**src/rtl/draw_controller.sv**
```systemverilog
// draw_controller
// Sequences the lottery draw over the rolling-code digits. A start pulse sets
// every digit rolling. A stop pulse then freezes the digits one at a time,
// most-significant first, STOP_GAP clk cycles apart. After one more STOP_GAP
// of settle time the synchronised code is latched into result and done rises.
//
// Interface semantics: start and stop are single-cycle pulses sampled on the
// rising edge of clk. There is no backpressure: a pulse that the current state
// does not act on is dropped. result is valid whenever done is high, and it
// holds the last captured draw until the next capture or a reset.
module draw_controller #(
    parameter int DIGITS   = 7,
    parameter int STOP_GAP = 25000000
) (
    input  logic                  clk,
    input  logic                  rst,
    input  logic                  start,
    input  logic                  stop,
    input  logic [4*DIGITS-1:0]   code_in,
    output logic [DIGITS-1:0]     flag,
    output logic [4*DIGITS-1:0]   result,
    output logic                  done,
    output logic                  busy,
    output logic [2:0]            state
);

    localparam int CW = $clog2(STOP_GAP + 1);
    localparam int IW = (DIGITS > 1) ? $clog2(DIGITS) : 1;

    localparam logic [CW-1:0] GAP_LAST  = CW'(STOP_GAP - 1);
    localparam logic [IW-1:0] IDX_START = (DIGITS > 1) ? IW'(DIGITS - 2) : '0;

    typedef enum logic [2:0] {
        ST_IDLE     = 3'd0,
        ST_RUN      = 3'd1,
        ST_STOPPING = 3'd2,
        ST_SETTLE   = 3'd3,
        ST_DONE     = 3'd4
    } state_t;

    state_t                state_q, state_d;
    logic [DIGITS-1:0]     flag_q, flag_d;
    logic [4*DIGITS-1:0]   result_q, result_d;
    logic [CW-1:0]         cnt_q, cnt_d;
    logic [IW-1:0]         idx_q, idx_d;
    logic [4*DIGITS-1:0]   code_s1, code_s;

    // Two-stage synchroniser for the live digit codes; captures only use code_s.
    always_ff @(posedge clk or posedge rst) begin
        if (rst) begin
            code_s1 <= '0;
            code_s  <= '0;
        end else begin
            code_s1 <= code_in;
            code_s  <= code_s1;
        end
    end

    // State and datapath registers; reset aborts any draw and clears the result.
    always_ff @(posedge clk or posedge rst) begin
        if (rst) begin
            state_q  <= ST_IDLE;
            flag_q   <= '0;
            result_q <= '0;
            cnt_q    <= '0;
            idx_q    <= '0;
        end else begin
            state_q  <= state_d;
            flag_q   <= flag_d;
            result_q <= result_d;
            cnt_q    <= cnt_d;
            idx_q    <= idx_d;
        end
    end

    // Next-state logic: roll, staggered freeze, settle, then capture.
    always_comb begin
        state_d  = state_q;
        flag_d   = flag_q;
        result_d = result_q;
        cnt_d    = cnt_q;
        idx_d    = idx_q;

        case (state_q)
            ST_IDLE: begin
                if (start) begin
                    state_d = ST_RUN;
                    flag_d  = '1;
                end
            end

            ST_RUN: begin
                flag_d = '1;
                // stop beats a simultaneous start here
                if (stop) begin
                    cnt_d = '0;
                    if (DIGITS == 1) begin
                        state_d = ST_SETTLE;
                        flag_d  = '0;
                    end else begin
                        state_d            = ST_STOPPING;
                        flag_d[DIGITS-1]   = 1'b0;
                        idx_d              = IDX_START;
                    end
                end
            end

            ST_STOPPING: begin
                if (cnt_q == GAP_LAST) begin
                    cnt_d         = '0;
                    flag_d[idx_q] = 1'b0;
                    if (idx_q == '0) begin
                        state_d = ST_SETTLE;
                    end else begin
                        idx_d = idx_q - IW'(1);
                    end
                end else begin
                    cnt_d = cnt_q + CW'(1);
                end
            end

            ST_SETTLE: begin
                flag_d = '0;
                if (cnt_q == GAP_LAST) begin
                    cnt_d    = '0;
                    result_d = code_s;
                    state_d  = ST_DONE;
                end else begin
                    cnt_d = cnt_q + CW'(1);
                end
            end

            ST_DONE: begin
                flag_d = '0;
                if (start) begin
                    state_d = ST_RUN;
                    flag_d  = '1;
                end
            end

            default: begin
                state_d = ST_IDLE;
                flag_d  = '0;
                cnt_d   = '0;
                idx_d   = '0;
            end
        endcase
    end

    assign flag   = flag_q;
    assign result = result_q;
    assign state  = state_q;
    assign done   = (state_q == ST_DONE);
    assign busy   = (state_q == ST_RUN) || (state_q == ST_STOPPING) ||
                    (state_q == ST_SETTLE);

endmodule

```
**config.mk**
```make
export PLATFORM = sky130hd
export DESIGN_NAME = draw_controller
export DESIGN_NICKNAME = d
export VERILOG_FILES = /design/src/rtl/draw_controller.sv
export SDC_FILE = /design/constraint.sdc
export NUM_CORES = 1
export LEC_CHECK = 0
export ABC_AREA = 1
export CORE_ASPECT_RATIO = 1.5
export CORE_MARGIN = 2
export CORE_UTILIZATION = 40
export CTS_CLUSTER_SIZE = 24
export DETAILED_ROUTE_END_ITERATION = 10
export HOLD_SLACK_MARGIN = 0.1
export SLEW_MARGIN = 10
export SYNTH_ARGS = -nofsm -noshare
export SYNTH_HDL_FRONTEND = slang
export SYNTH_SLANG_ARGS = --single-unit
```
**constraint.sdc**
```tcl
create_clock -name clk -period 8.8 [get_ports clk]
set_clock_uncertainty 0.2 [all_clocks]
set_input_delay 0.88 -clock clk [delete_from_list [all_inputs] [get_ports clk]]
set_output_delay 0.88 -clock clk [all_outputs]
set_load 0.01 [all_outputs]
```
==> results.md, run 1 <==
* Min-Delay Path Class: reg -> reg
* RSZ-0062 raised after global routing: no
* Clock slew at reported path FFs at 0.06 ns
* Max-slew violations at 0
* Post-CTS sizing at 0
* CTS tree: built
* TNS Setup at 0 ns
* Area Growth Syn to Fin at 29.1%
* Final setup violation count at 0
* Gpl congestion at 0.875
* Total GRT Usage at 18.4%
* DRT Pass-1 Iters at 5
* Port Buffers at 71
* H-tree levels at 4
* Post-layout util at 53.2%
* Crit Path Class: reg -> out
* Initial DRC Count at 258
* Post-route antenna net violation count at 0
* Register area share after synthesis at 61.3%
* Vias in the first global route at 3915
* Core area at 12100 um^2
* CTS root buffer: clkbuf_16
* Outcome: completed
* Power Dens Cells at 274 nW/um^2
* Syn Inst Count at 552
* Final layout net count at 668
* Yosys reg bits at 122
* DP Worst Slack at 5.84 ns
* Leakage Power at 3.02 nW
* Maximum clock rate at 339 MHz
* Max-Cap Viols at 0
* WP data required at 7.72 ns
* Die H at 141 um
* Grt ovf at 0
* Final worst-path cycle share at 33.5%
* Post-route cell area at 6430 um^2
* Peak VDD IR at 0.212 mV
* Final worst setup slack at 5.85 ns
* Synth top area cells: dfrtp_1, nand2_1, nand3_1
* Post-synth top area share at 61.3%
* Worst-margin pin slew at 1.05 ns
* Initial antenna violation count at 0
* Avg WL per Cell at 14.0 um
* First-pass GRT wire length at 18900 um
* Core Rows at 49
* Worst-Skew Late Latency at 0.41 ns
* Clock buffer depth at 2
* Die area at 13400 um^2
* Seq. cell area at 3050 um^2
* Fill cell count at 1090
* Worst hold margin at 0.138 ns
* Num CTS Buffers at 17
* Layout cells sized above 1 at 7.12%
* Ports at 72
* Min Clock Period, post-route at 2.95 ns
* Post CTS Setup Buffer Count at 0
* Unique masters post-synth at 23
* Commonest non-fill, non-tap cell in the layout: nand2_1
* Final WL at 11200 um
* Setup crit end kind: primary output
* Syn. warnings at 0
* Area leader, netlist: dfrtp_1
* Final hold violation count at 0
* Critical Path Start Type: flop
* CP max FO at 7
* Via count at 3933
* Cell Area, Synth at 4980 um^2
* Detailed placement HPWL at 7560 um
* Initial core utilization at 41.2%
* Multi-input gate area at 1700 um^2
* Worst path arrival time at 1.87 ns
* Die W at 95.1 um
* Drc violations at 0
* TritonCTS Sinks at 122
* Antenna diodes at 0
* Commonest cells after routing, fill and taps aside: nand2_1, dfrtp_1, clkdlybuf4s50_1, nand3_1, nor2_1
* Rel. slew slack at 29.9%
* Largest net degree at the start of global routing at 70
* Syn_nets at 587
* Placed inst area at 5820 um^2
* Syn Area/Cell at 9.02 um^2
* Vias per std cell at 4.92
* Hold_buf cts at 0
[flip-flops by register name, summed over array words and instances (netlist names)]
signal   cells
cnt_q       25
state        3
code_s1     28
result      28
idx_q        3
code_s      28
flag         7
[through the flow]
step | std cells | total power, mW
2_1_floorplan | 552 | 0.915
3_3_place_gp | 767 | 1.04
3_5_place_dp | 767 | 1.05
4_1_cts | 799 | 1.77
5_1_grt | 799 | 1.86
6_report | 799 | 1.76
[final timing paths]
| path | start | end | slack [ns] | cells past startpoint |
|---|---|---|---|---|
| hold / removal | code_s1[11] | code_s[11] | 0.14 | 0 |
| min in group asynchronous | rst | code_s1[19] | 0.71 | 2 |
| hold reg to reg | code_s1[11] | code_s[11] | 0.14 | 0 |
| setup / recovery | state[1] | done | 5.85 | 4 |
| max in group asynchronous | rst | code_s[22] | 6.37 | 3 |
| setup reg to reg | cnt_q[0] | result[8] | 6.26 | 8 |
[where the power goes]
group          switching [mW]  internal [mW]  leakage, nW  total [mW]
clock network           0.266          0.453        0.294       0.719
registers              0.0636          0.621         1.55       0.685
logic                   0.225          0.133         1.18       0.358
total                   0.555           1.21         3.02        1.76
[per-layer routing]
metal,global-route usage [%],wire length (um),vias up
li1,-,-,1915
met1,21.9,4420,1899
met2,31.5,6070,109
met3,5.88,561,10
met4,5.34,110,0
met5,0,0,-
[cells in the mapped netlist (all sizes together)]
cell type	n
clkbuf	3
nor3b	1
nand2	219
inv	40
buf	7
nand3	61
a21o	1
nor3	5
nand4	12
o21ai	15
dfrtp	122
ha	3
xor2	7
o22ai	2
nand3b	1
nor2	53
[cell type report]
cell class                 instances  area share (%)
inverter                          40            2.37
multi-input combinational        380            26.4
tap                              153            2.98
clock buffer                      18            6.67
clock inverter                    14            2.90
sequential                       122            47.5
timing repair buffer              72            11.2
[critical path: stages, from the launching register on]
cell and delay (ns):
dfrtp_1 0.46, nor2_1 0.19, inv_1 0.11, nor2_1 0.14, clkdlybuf4s50_1 0.55
[logic make-up after synthesis]
kind of cell	Yosys count	share of synthesized area, %
buffers and inverters	50	4.55
DFF	122	61.3
and+or+nand+nor	352	30.3
adders and majority gates	3	0.754
AOI/OAI and AO/OA	18	1.91
xor gates and xnor gates	7	1.23
(Power assumes the default switching activity.)
==> run 2, diff against run 1 <==
Clock period 8.8 ns to 2.4 ns, I/O delays scaled along.
==> results.md, run 2 (synthesis gave the netlist of run 1 again) <==
* Leakage Power at 3.18 nW
* Antenna diodes at 0
* Final worst-path cycle share at 93.3%
* Critical Path Start Type: flop
* Vias in the first global route at 4109
* Hold Crit Start: code_in[9]
* Max-slew violations at 0
* Fill cell count at 1036
* Total power at 6.56 mW
* WP data required at 1.96 ns
* Gpl congestion at 0.920
* Worst R2R Start: cnt_q[0]
* Via count at 4024
* Drc violations at 0
* TritonCTS Sinks at 122
* Min Clock Period, post-route at 2.24 ns
* Crit Path Class: reg -> out
* Setup crit end kind: primary output
* Detailed placement HPWL at 8070 um
* Grt ovf at 0
* Seq. cell area at 3050 um^2
* Rel. slew slack at 63.2%
* Min-Delay Path Class: in -> reg
* Die H at 141 um
* Core Rows at 49
* Port Buffers at 71
* Post-layout util at 56.3%
* Total GRT Usage at 19.2%
* Maximum clock rate at 447 MHz
* Final layout net count at 703
* Worst-margin pin slew at 0.550 ns
* Worst path arrival time at 1.80 ns
* Avg WL per Cell at 14.0 um
* Clock slew at reported path FFs at 0.06 ns
* Initial core utilization at 41.2%
* Outcome: completed
* Clock buffer depth at 2
* Core area at 12100 um^2
* RSZ-0062 raised after global routing: no
* DRT Pass-1 Iters at 4
* Post-route antenna net violation count at 0
* Final setup violation count at 0
* CTS tree: built
* Worst-Skew Late Latency at 0.41 ns
* TNS Setup at 0 ns
* H-tree levels at 4
* Final WL at 11600 um
* Ports at 72
* Initial antenna violation count at 0
* CTS root buffer: clkbuf_16
* Commonest cells after routing, fill and taps aside: nand2_1, dfrtp_1, clkdlybuf4s50_1, nand3_1, nor2_1
* Final hold violation count at 0
* Area Growth Syn to Fin at 36.5%
* Layout cells sized above 1 at 8.09%
* First-pass GRT wire length at 19800 um
* Die W at 95.1 um
* Commonest non-fill, non-tap cell in the layout: nand2_1
* Critical Path Start: state[1]
* Power Dens Cells at 965 nW/um^2
* Multi-input gate area at 1700 um^2
* CP max FO at 7
* Max-Cap Viols at 0
* Die area at 13400 um^2
* Vias per std cell at 4.83
* Largest net degree at the start of global routing at 43
* Peak VDD IR at 0.651 mV
* Num CTS Buffers at 17
* Initial DRC Count at 209
==> run 2: cell count changes in the layout (fill, tap and decap cells not counted), sizes merged <==
cell / before / now
dlygate4sd3: 0 / 27
buf: 1 / 9
clkbuf: 18 / 17
clkinvlp: 2 / 3
inv: 46 / 45
==> run 2: power by group <==
part	switching (mW)	total, mW	internal (mW)	leakage, nW
combinational	0.867	1.43	0.564	1.34
clock	0.963	2.62	1.65	0.295
sequential	0.235	2.51	2.28	1.55
==> run 2: cell type report <==
type	count	share of cell area, %
inverters	40	2.26
well taps	153	2.82
repair buffers	107	16.0
multi-input cells	380	25.1
clock buffers	17	6.26
flip-flops and latches	122	44.9
clock inverters	14	2.72
==> run 2: path summary, 6_finish.rpt <==
| path | depth (start not counted) | slack, ns | end |
|---|---|---|---|
| worst max-delay path | 4 | 0.16 | done |
| worst min-delay path | 1 | 0.12 | code_s1[9] |
| worst max register to register | 8 | 0.31 | cnt_q[15] |
| worst min register to register | 0 | 0.14 | code_s[25] |
| max in group asynchronous | 4 | 0.86 | state[2] |
| min in group asynchronous | 3 | 0.55 | result[12] |
==> run 2: per-stage QoR <==
| step | cell area (um^2) | worst slack, ns | hold slack, ns | instances |
|---|---|---|---|---|
| 3_3_place_gp | 5910 | 0.318 | 0.131 | 775 |
| 5_1_grt | 6800 | 0.0242 | 0.105 | 833 |
| 3_5_place_dp | 5910 | 0.297 | 0.135 | 775 |
| 4_1_cts | 6800 | 0.0888 | 0.106 | 833 |
| 2_1_floorplan | 4980 | 0.463 | 0.0714 | 552 |
| 6_report | 6800 | 0.162 | 0.118 | 833 |
==> run 2: what timing repair did <==
item / CTS / global route
setup endpoints to repair: 0 / 1
hold buffers: 27 / 0
gates resized for setup: 0 / 1
endpoints found under the hold margin: 41 / 0
setup buffers: 0 / 0
==> run 2: worst max-delay path, stage by stage, from the launching register on <==
cell and delay (ns):
dfrtp_1 0.47, nor2_2 0.15, inv_1 0.10, nor2_1 0.13, clkdlybuf4s50_1 0.55
==> run 2: routing by layer <==
layer,wire [um],up-vias,global-route usage (%)
met5,0,-,0
met4,259,0,9.00
met3,409,15,4.06
met2,6200,80,31.7
met1,4760,1949,23.8
li1,-,1980,-
